<file path="config.mk">
export PLATFORM = sky130hd
export DESIGN_NAME = sram_arbiter_flat
export DESIGN_NICKNAME = d
export VERILOG_FILES = /design/src/rtl/sram_arbiter_if.sv /design/src/rtl/sram_arbiter.sv /design/src/flat_wrapper.sv
export SDC_FILE = /design/constraint.sdc
export NUM_CORES = 1
export LEC_CHECK = 0
export CAP_MARGIN = 10
export CORE_MARGIN = 1
export CORE_UTILIZATION = 60
export DETAILED_ROUTE_END_ITERATION = 16
export DONT_BUFFER_PORTS = 1
export GPL_ROUTABILITY_DRIVEN = 1
export PLACE_DENSITY_LB_ADDON = 0.15
export SYNTH_ARGS = -nofsm -noshare
export SYNTH_HDL_FRONTEND = slang
export SYNTH_SLANG_ARGS = --single-unit
</file>
<file path="constraint.sdc">
create_clock -name Clk -period 3.4 [get_ports Clk]
set_input_delay 0.68 -clock Clk [delete_from_list [all_inputs] [get_ports Clk]]
set_output_delay 0.68 -clock Clk [all_outputs]
set_load 0.05 [all_outputs]
</file>
<file path="src/rtl/sram_arbiter_if.sv">
// Bus bundle between the two SRAM requesters (CPU, debug loader), the
// arbiter and the external 16-bit SRAM pins.
interface sram_arbiter_if #(
  parameter int AW = 16,
  parameter int DW = 16
);
  logic          cpu_req;
  logic          cpu_we;
  logic [AW-1:0] cpu_addr;
  logic [DW-1:0] cpu_wdata;
  logic [DW-1:0] cpu_rdata;
  logic          cpu_done;

  logic          dbg_req;
  logic          dbg_we;
  logic [AW-1:0] dbg_addr;
  logic [DW-1:0] dbg_wdata;
  logic [DW-1:0] dbg_rdata;
  logic          dbg_done;

  logic [1:0]    gnt;
  logic [AW-1:0] ADDR;
  logic [DW-1:0] Data_to_SRAM;
  logic [DW-1:0] Data_from_SRAM;
  logic          OE;
  logic          WE;

  // Environment side: requesters drive requests, the SRAM drives read data.
  modport master (
    output cpu_req, cpu_we, cpu_addr, cpu_wdata,
    output dbg_req, dbg_we, dbg_addr, dbg_wdata,
    output Data_from_SRAM,
    input  cpu_rdata, cpu_done, dbg_rdata, dbg_done,
    input  gnt, ADDR, Data_to_SRAM, OE, WE
  );

  // Arbiter side.
  modport slave (
    input  cpu_req, cpu_we, cpu_addr, cpu_wdata,
    input  dbg_req, dbg_we, dbg_addr, dbg_wdata,
    input  Data_from_SRAM,
    output cpu_rdata, cpu_done, dbg_rdata, dbg_done,
    output gnt, ADDR, Data_to_SRAM, OE, WE
  );
endinterface

</file>
<file path="src/rtl/sram_arbiter.sv">
// Round-robin arbiter and fixed-length access sequencer for the external
// SRAM. Every output is a register; the combinational block only computes
// next-state values.
module sram_arbiter #(
  parameter int ACCESS_CYCLES = 2,
  parameter int AW            = 16,
  parameter int DW            = 16
) (
  input logic           Clk,
  input logic           Reset,
  sram_arbiter_if.slave bus
);
  localparam int CW = $clog2(ACCESS_CYCLES + 1);
  localparam logic [CW-1:0] CNT_LOAD = CW'(ACCESS_CYCLES - 1);

  typedef enum logic [1:0] {IDLE, ACCESS, DONE} state_t;

  state_t        state, state_nxt;
  logic [CW-1:0] cnt, cnt_nxt;
  logic          last_dbg, last_dbg_nxt;    // 1: DBG owned the last access
  logic          armed_cpu, armed_cpu_nxt;
  logic          armed_dbg, armed_dbg_nxt;
  logic          is_write, is_write_nxt;
  logic [1:0]    gnt, gnt_nxt;
  logic [AW-1:0] addr, addr_nxt;
  logic [DW-1:0] wdata, wdata_nxt;
  logic          oe, oe_nxt;
  logic          we, we_nxt;
  logic          cpu_done, cpu_done_nxt;
  logic          dbg_done, dbg_done_nxt;
  logic [DW-1:0] cpu_rdata, cpu_rdata_nxt;
  logic [DW-1:0] dbg_rdata, dbg_rdata_nxt;
  logic          elig_cpu, elig_dbg, pick_dbg;

  assign elig_cpu = bus.cpu_req & armed_cpu;
  assign elig_dbg = bus.dbg_req & armed_dbg;

  // Register all state and outputs; reset drops any access in flight.
  always_ff @(posedge Clk or posedge Reset) begin
    if (Reset) begin
      state     <= IDLE;
      cnt       <= '0;
      last_dbg  <= 1'b1;
      armed_cpu <= 1'b1;
      armed_dbg <= 1'b1;
      is_write  <= 1'b0;
      gnt       <= 2'b00;
      addr      <= '0;
      wdata     <= '0;
      oe        <= 1'b1;
      we        <= 1'b1;
      cpu_done  <= 1'b0;
      dbg_done  <= 1'b0;
      cpu_rdata <= '0;
      dbg_rdata <= '0;
    end else begin
      state     <= state_nxt;
      cnt       <= cnt_nxt;
      last_dbg  <= last_dbg_nxt;
      armed_cpu <= armed_cpu_nxt;
      armed_dbg <= armed_dbg_nxt;
      is_write  <= is_write_nxt;
      gnt       <= gnt_nxt;
      addr      <= addr_nxt;
      wdata     <= wdata_nxt;
      oe        <= oe_nxt;
      we        <= we_nxt;
      cpu_done  <= cpu_done_nxt;
      dbg_done  <= dbg_done_nxt;
      cpu_rdata <= cpu_rdata_nxt;
      dbg_rdata <= dbg_rdata_nxt;
    end
  end

  // Arbitration, access sequencing and next values of the registered pins.
  always_comb begin
    state_nxt     = state;
    cnt_nxt       = cnt;
    last_dbg_nxt  = last_dbg;
    is_write_nxt  = is_write;
    gnt_nxt       = gnt;
    addr_nxt      = addr;
    wdata_nxt     = wdata;
    oe_nxt        = oe;
    we_nxt        = we;
    cpu_done_nxt  = 1'b0;
    dbg_done_nxt  = 1'b0;
    cpu_rdata_nxt = cpu_rdata;
    dbg_rdata_nxt = dbg_rdata;
    pick_dbg      = 1'b0;
    // A dropped request re-arms its port on any cycle.
    armed_cpu_nxt = armed_cpu | ~bus.cpu_req;
    armed_dbg_nxt = armed_dbg | ~bus.dbg_req;

    case (state)
      IDLE: begin
        oe_nxt  = 1'b1;
        we_nxt  = 1'b1;
        gnt_nxt = 2'b00;
        if (elig_cpu || elig_dbg) begin
          // On a tie the port that did not own the last access wins.
          pick_dbg     = elig_dbg && (!elig_cpu || !last_dbg);
          gnt_nxt      = pick_dbg ? 2'b10 : 2'b01;
          addr_nxt     = pick_dbg ? bus.dbg_addr : bus.cpu_addr;
          wdata_nxt    = pick_dbg ? bus.dbg_wdata : bus.cpu_wdata;
          is_write_nxt = pick_dbg ? bus.dbg_we : bus.cpu_we;
          oe_nxt       = is_write_nxt;
          we_nxt       = ~is_write_nxt;
          cnt_nxt      = CNT_LOAD;
          last_dbg_nxt = pick_dbg;
          state_nxt    = ACCESS;
        end
      end
      ACCESS: begin
        if (cnt == '0) begin
          oe_nxt    = 1'b1;
          we_nxt    = 1'b1;
          state_nxt = DONE;
          if (gnt[1]) begin
            dbg_done_nxt = 1'b1;
            if (!is_write) dbg_rdata_nxt = bus.Data_from_SRAM;
          end else begin
            cpu_done_nxt = 1'b1;
            if (!is_write) cpu_rdata_nxt = bus.Data_from_SRAM;
          end
        end else begin
          cnt_nxt = cnt - CW'(1);
        end
      end
      DONE: begin
        // The owner must drop its request before it can be served again.
        if (gnt[1]) armed_dbg_nxt = ~bus.dbg_req;
        else        armed_cpu_nxt = ~bus.cpu_req;
        gnt_nxt   = 2'b00;
        state_nxt = IDLE;
      end
      default: state_nxt = IDLE;
    endcase
  end

  assign bus.gnt          = gnt;
  assign bus.ADDR         = addr;
  assign bus.Data_to_SRAM = wdata;
  assign bus.OE           = oe;
  assign bus.WE           = we;
  assign bus.cpu_done     = cpu_done;
  assign bus.dbg_done     = dbg_done;
  assign bus.cpu_rdata    = cpu_rdata;
  assign bus.dbg_rdata    = dbg_rdata;
endmodule

</file>
<file path="src/flat_wrapper.sv">
// flat-port wrapper written by rule: the top's interface ports become plain ports
module sram_arbiter_flat 
#(
  parameter int ACCESS_CYCLES = 2,
  parameter int AW            = 16,
  parameter int DW            = 16
)
  (Clk, Reset, bus_cpu_req, bus_cpu_we, bus_cpu_addr, bus_cpu_wdata, bus_dbg_req, bus_dbg_we, bus_dbg_addr, bus_dbg_wdata, bus_Data_from_SRAM, bus_cpu_rdata, bus_cpu_done, bus_dbg_rdata, bus_dbg_done, bus_gnt, bus_ADDR, bus_Data_to_SRAM, bus_OE, bus_WE);
  sram_arbiter_if #(.AW(AW), .DW(DW)) bus_i ();
  input logic Clk;
  input logic Reset;
  input wire logic [$bits(bus_i.cpu_req)-1:0] bus_cpu_req;
  input wire logic [$bits(bus_i.cpu_we)-1:0] bus_cpu_we;
  input wire logic [$bits(bus_i.cpu_addr)-1:0] bus_cpu_addr;
  input wire logic [$bits(bus_i.cpu_wdata)-1:0] bus_cpu_wdata;
  input wire logic [$bits(bus_i.dbg_req)-1:0] bus_dbg_req;
  input wire logic [$bits(bus_i.dbg_we)-1:0] bus_dbg_we;
  input wire logic [$bits(bus_i.dbg_addr)-1:0] bus_dbg_addr;
  input wire logic [$bits(bus_i.dbg_wdata)-1:0] bus_dbg_wdata;
  input wire logic [$bits(bus_i.Data_from_SRAM)-1:0] bus_Data_from_SRAM;
  output wire logic [$bits(bus_i.cpu_rdata)-1:0] bus_cpu_rdata;
  output wire logic [$bits(bus_i.cpu_done)-1:0] bus_cpu_done;
  output wire logic [$bits(bus_i.dbg_rdata)-1:0] bus_dbg_rdata;
  output wire logic [$bits(bus_i.dbg_done)-1:0] bus_dbg_done;
  output wire logic [$bits(bus_i.gnt)-1:0] bus_gnt;
  output wire logic [$bits(bus_i.ADDR)-1:0] bus_ADDR;
  output wire logic [$bits(bus_i.Data_to_SRAM)-1:0] bus_Data_to_SRAM;
  output wire logic [$bits(bus_i.OE)-1:0] bus_OE;
  output wire logic [$bits(bus_i.WE)-1:0] bus_WE;
  assign bus_i.cpu_req = bus_cpu_req;
  assign bus_i.cpu_we = bus_cpu_we;
  assign bus_i.cpu_addr = bus_cpu_addr;
  assign bus_i.cpu_wdata = bus_cpu_wdata;
  assign bus_i.dbg_req = bus_dbg_req;
  assign bus_i.dbg_we = bus_dbg_we;
  assign bus_i.dbg_addr = bus_dbg_addr;
  assign bus_i.dbg_wdata = bus_dbg_wdata;
  assign bus_i.Data_from_SRAM = bus_Data_from_SRAM;
  assign bus_cpu_rdata = bus_i.cpu_rdata;
  assign bus_cpu_done = bus_i.cpu_done;
  assign bus_dbg_rdata = bus_i.dbg_rdata;
  assign bus_dbg_done = bus_i.dbg_done;
  assign bus_gnt = bus_i.gnt;
  assign bus_ADDR = bus_i.ADDR;
  assign bus_Data_to_SRAM = bus_i.Data_to_SRAM;
  assign bus_OE = bus_i.OE;
  assign bus_WE = bus_i.WE;
  sram_arbiter #(.ACCESS_CYCLES(ACCESS_CYCLES), .AW(AW), .DW(DW)) u_core (.Clk(Clk), .Reset(Reset), .bus(bus_i));
endmodule
</file>
==> metrics.yaml <==
outcome: "completed"
start_kind: "flip-flop"
mostFrequentLayoutCells: "dfrtp_1 (73), mux2_2 (32), a21boi_0 (32), a221o_1 (32), clkbuf_8 (11)"
grt_pass1_vias: 2182
cts.sinks: 78
grt_pass1_wl_um: 11200
regToRegEndpoint: "u_core.bus.dbg_rdata[10]"
clkTransAtPathRegs_ns: 0.08
cts-htree-levels: 3
post_drt_via_cell_ratio: 6.65
vias: 2047
worst_pin_slew_ns: 1.11
setup-violations-final: 0
diodes: 0
layout_commonest_cell: "dfrtp_1"
avgSynthCellArea_um2: 14.1
grt_max_degree: 37
drive_gt1_frac: 0.265
r2r_start: "u_core.bus.gnt[1]"
ys_seq_area_frac: 0.594
wl_per_cell_um: 22.2
grt_usage: 0.256
cts_resized: 0
wirelength_um: 6830
yosysWarnings: 0
rrSetupSlack_ns: 1.22
max_slew_margin: 0.259
finalCritPeriodShare: 0.641
synth_area_mm2: 0.00330
die_area_mm2: 0.00579
areaGrowthSynthToFinish_pct: 7.21
numCtsBuffers: 9
layout_min_cycle_time_ns: 2.18
clkLatencyLatePin_ns: 0.34
synthCells: 233
cp_data_required_time_ns: 3.62
hold_viol_final: 0
dieHeight_um: 76.1
cts_root_buf: "clkbuf_8"
maxSlewViolCount: 0
portBuffers: 0
post_cts_buffers: 0
drt_iter0_markers: 122
holdWs_ns: 0.308
hp-class: "in2async"
cts_tree: "yes"
rr_worst_depth: 3
firstDrtPassIters: 4
row_count: 26
crit_fanout: 16
ioPinCount: 156
critPathKind: "reg2reg"
dp_hpwl_um: 4790
max_freq_mhz: 459
cts_buffer_depth: 2
hold_buffers: 0
gp_congestion: 0.790
die_x_um: 76.1
grt_setup_unrepaired: "no"
drv_cap: 0
ant_nets: 0
crit_path_end_kind: "flip-flop"
arrival_ns: 2.40
nets: 320
netlist-cell-type-count: 32
grt_overflow: 0
core_mm2: 0.00520
drc: 0
syn-num-nets: 320
antenna_found_initial: 0
setup_tns_ns: 0
ys_ff_latch: 78
fin_skew_ns: 0.00937
start_util: 0.633
cell type report:
type	instances	area, um^2
Sequential cell	78	1960
Fill cell	371	1670
Multi-Input combinational cell	134	1210
Clock buffer	13	159
Tap cell	70	87.6
Clock inverter	3	67.6
Timing Repair Buffer	4	30.0
Inverter	6	22.5
routing by layer:
metal	wire length (um)	track usage
met3	555	0.0743
met5	0	0
met4	178	0.144
met1	2700	0.311
met2	3400	0.410
critical path, cell delays in order (launching register included):
cell,delay [ns]
dfrtp_1,0.75
inv_1,0.21
nor3_4,0.68
mux2_2,0.42
synthesized netlist by cell type:
master	instances	area [um^2]
nand3b_4	1	20.0
ha_1	1	12.5
o22a_1	1	8.76
clkbuf_1	5	18.8
dfstp_2	5	131
nor3_4	2	32.5
and3_1	1	6.26
a2bb2oi_1	1	8.76
inv_1	6	22.5
nor2_2	1	6.26
a221o_1	32	320
nand2b_1	1	6.26
a21boi_0	32	240
nor2_1	3	11.3
buf_2	4	20.0
or3b_2	1	8.76
a21boi_1	1	7.51
o22ai_1	1	6.26
buf_6	6	67.6
a21oi_1	5	25.0
nand2_1	6	22.5
mux2_2	32	360
nand3_1	1	5.00
dfrtp_1	73	1830
o2111a_2	1	12.5
and4_1	1	8.76
a21o_1	3	22.5
o21ai_0	2	10.0
nor4b_4	1	23.8
and2_1	1	6.26
a22o_1	1	8.76
a211oi_1	1	7.51
flip-flops by register name, summed over array words and instances, names as in the netlist:
signal                   count
u_core.bus.Data_to_SRAM     16
u_core.bus.ADDR             16
u_core.is_write              1
u_core.bus.cpu_rdata        16
u_core.state                 2
u_core.bus.OE                1
u_core.bus.WE                1
u_core.bus.dbg_done          1
u_core.bus.cpu_done          1
u_core.armed_dbg             1
u_core.bus.dbg_rdata        16
u_core.cnt                   2
u_core.bus.gnt               2
u_core.armed_cpu             1
u_core.last_dbg              1
metrics by stage:
step	cell area, um^2	utilization	std cells	setup slack [ns]
3_5_place_dp	3310	0.635	292	1.15
6_report	3530	0.679	308	1.22
2_1_floorplan	3300	-	233	0.733
3_3_place_gp	3310	0.635	292	1.26
4_1_cts	3530	0.679	308	1.18
5_1_grt	3530	0.679	308	1.08
cell families (layout without fill, tap and decap cells):
| family | count (synthesis) | in the layout | synth area share |
|---|---|---|---|
| buffers and inverters | 21 | 26 | 0.0391 |
| adders and majority gates | 1 | 1 | 0.00380 |
| AOI/OAI and AO/OA | 81 | 81 | 0.206 |
| muxes | 32 | 32 | 0.109 |
| DFF | 78 | 78 | 0.594 |
| and+or+nand+nor | 20 | 20 | 0.0478 |
how the worst max path moves through the flow:
stage                       from                     endpoint  cells after the start
2_1_floorplan              Reset           u_core.bus.ADDR[0]                      1
3_3_place_gp         bus_dbg_req          u_core.bus.ADDR[15]                      3
3_5_place_dp         bus_dbg_req  u_core.bus.Data_to_SRAM[10]                      3
6_report       u_core.bus.gnt[1]     u_core.bus.dbg_rdata[10]                      3
4_1_cts        u_core.bus.gnt[1]     u_core.bus.dbg_rdata[10]                      3
5_1_grt        u_core.bus.gnt[1]     u_core.bus.dbg_rdata[10]                      3
Power is not shown: default switching activity piles up to over one toggle a cycle in this logic, so the estimate is an artifact.
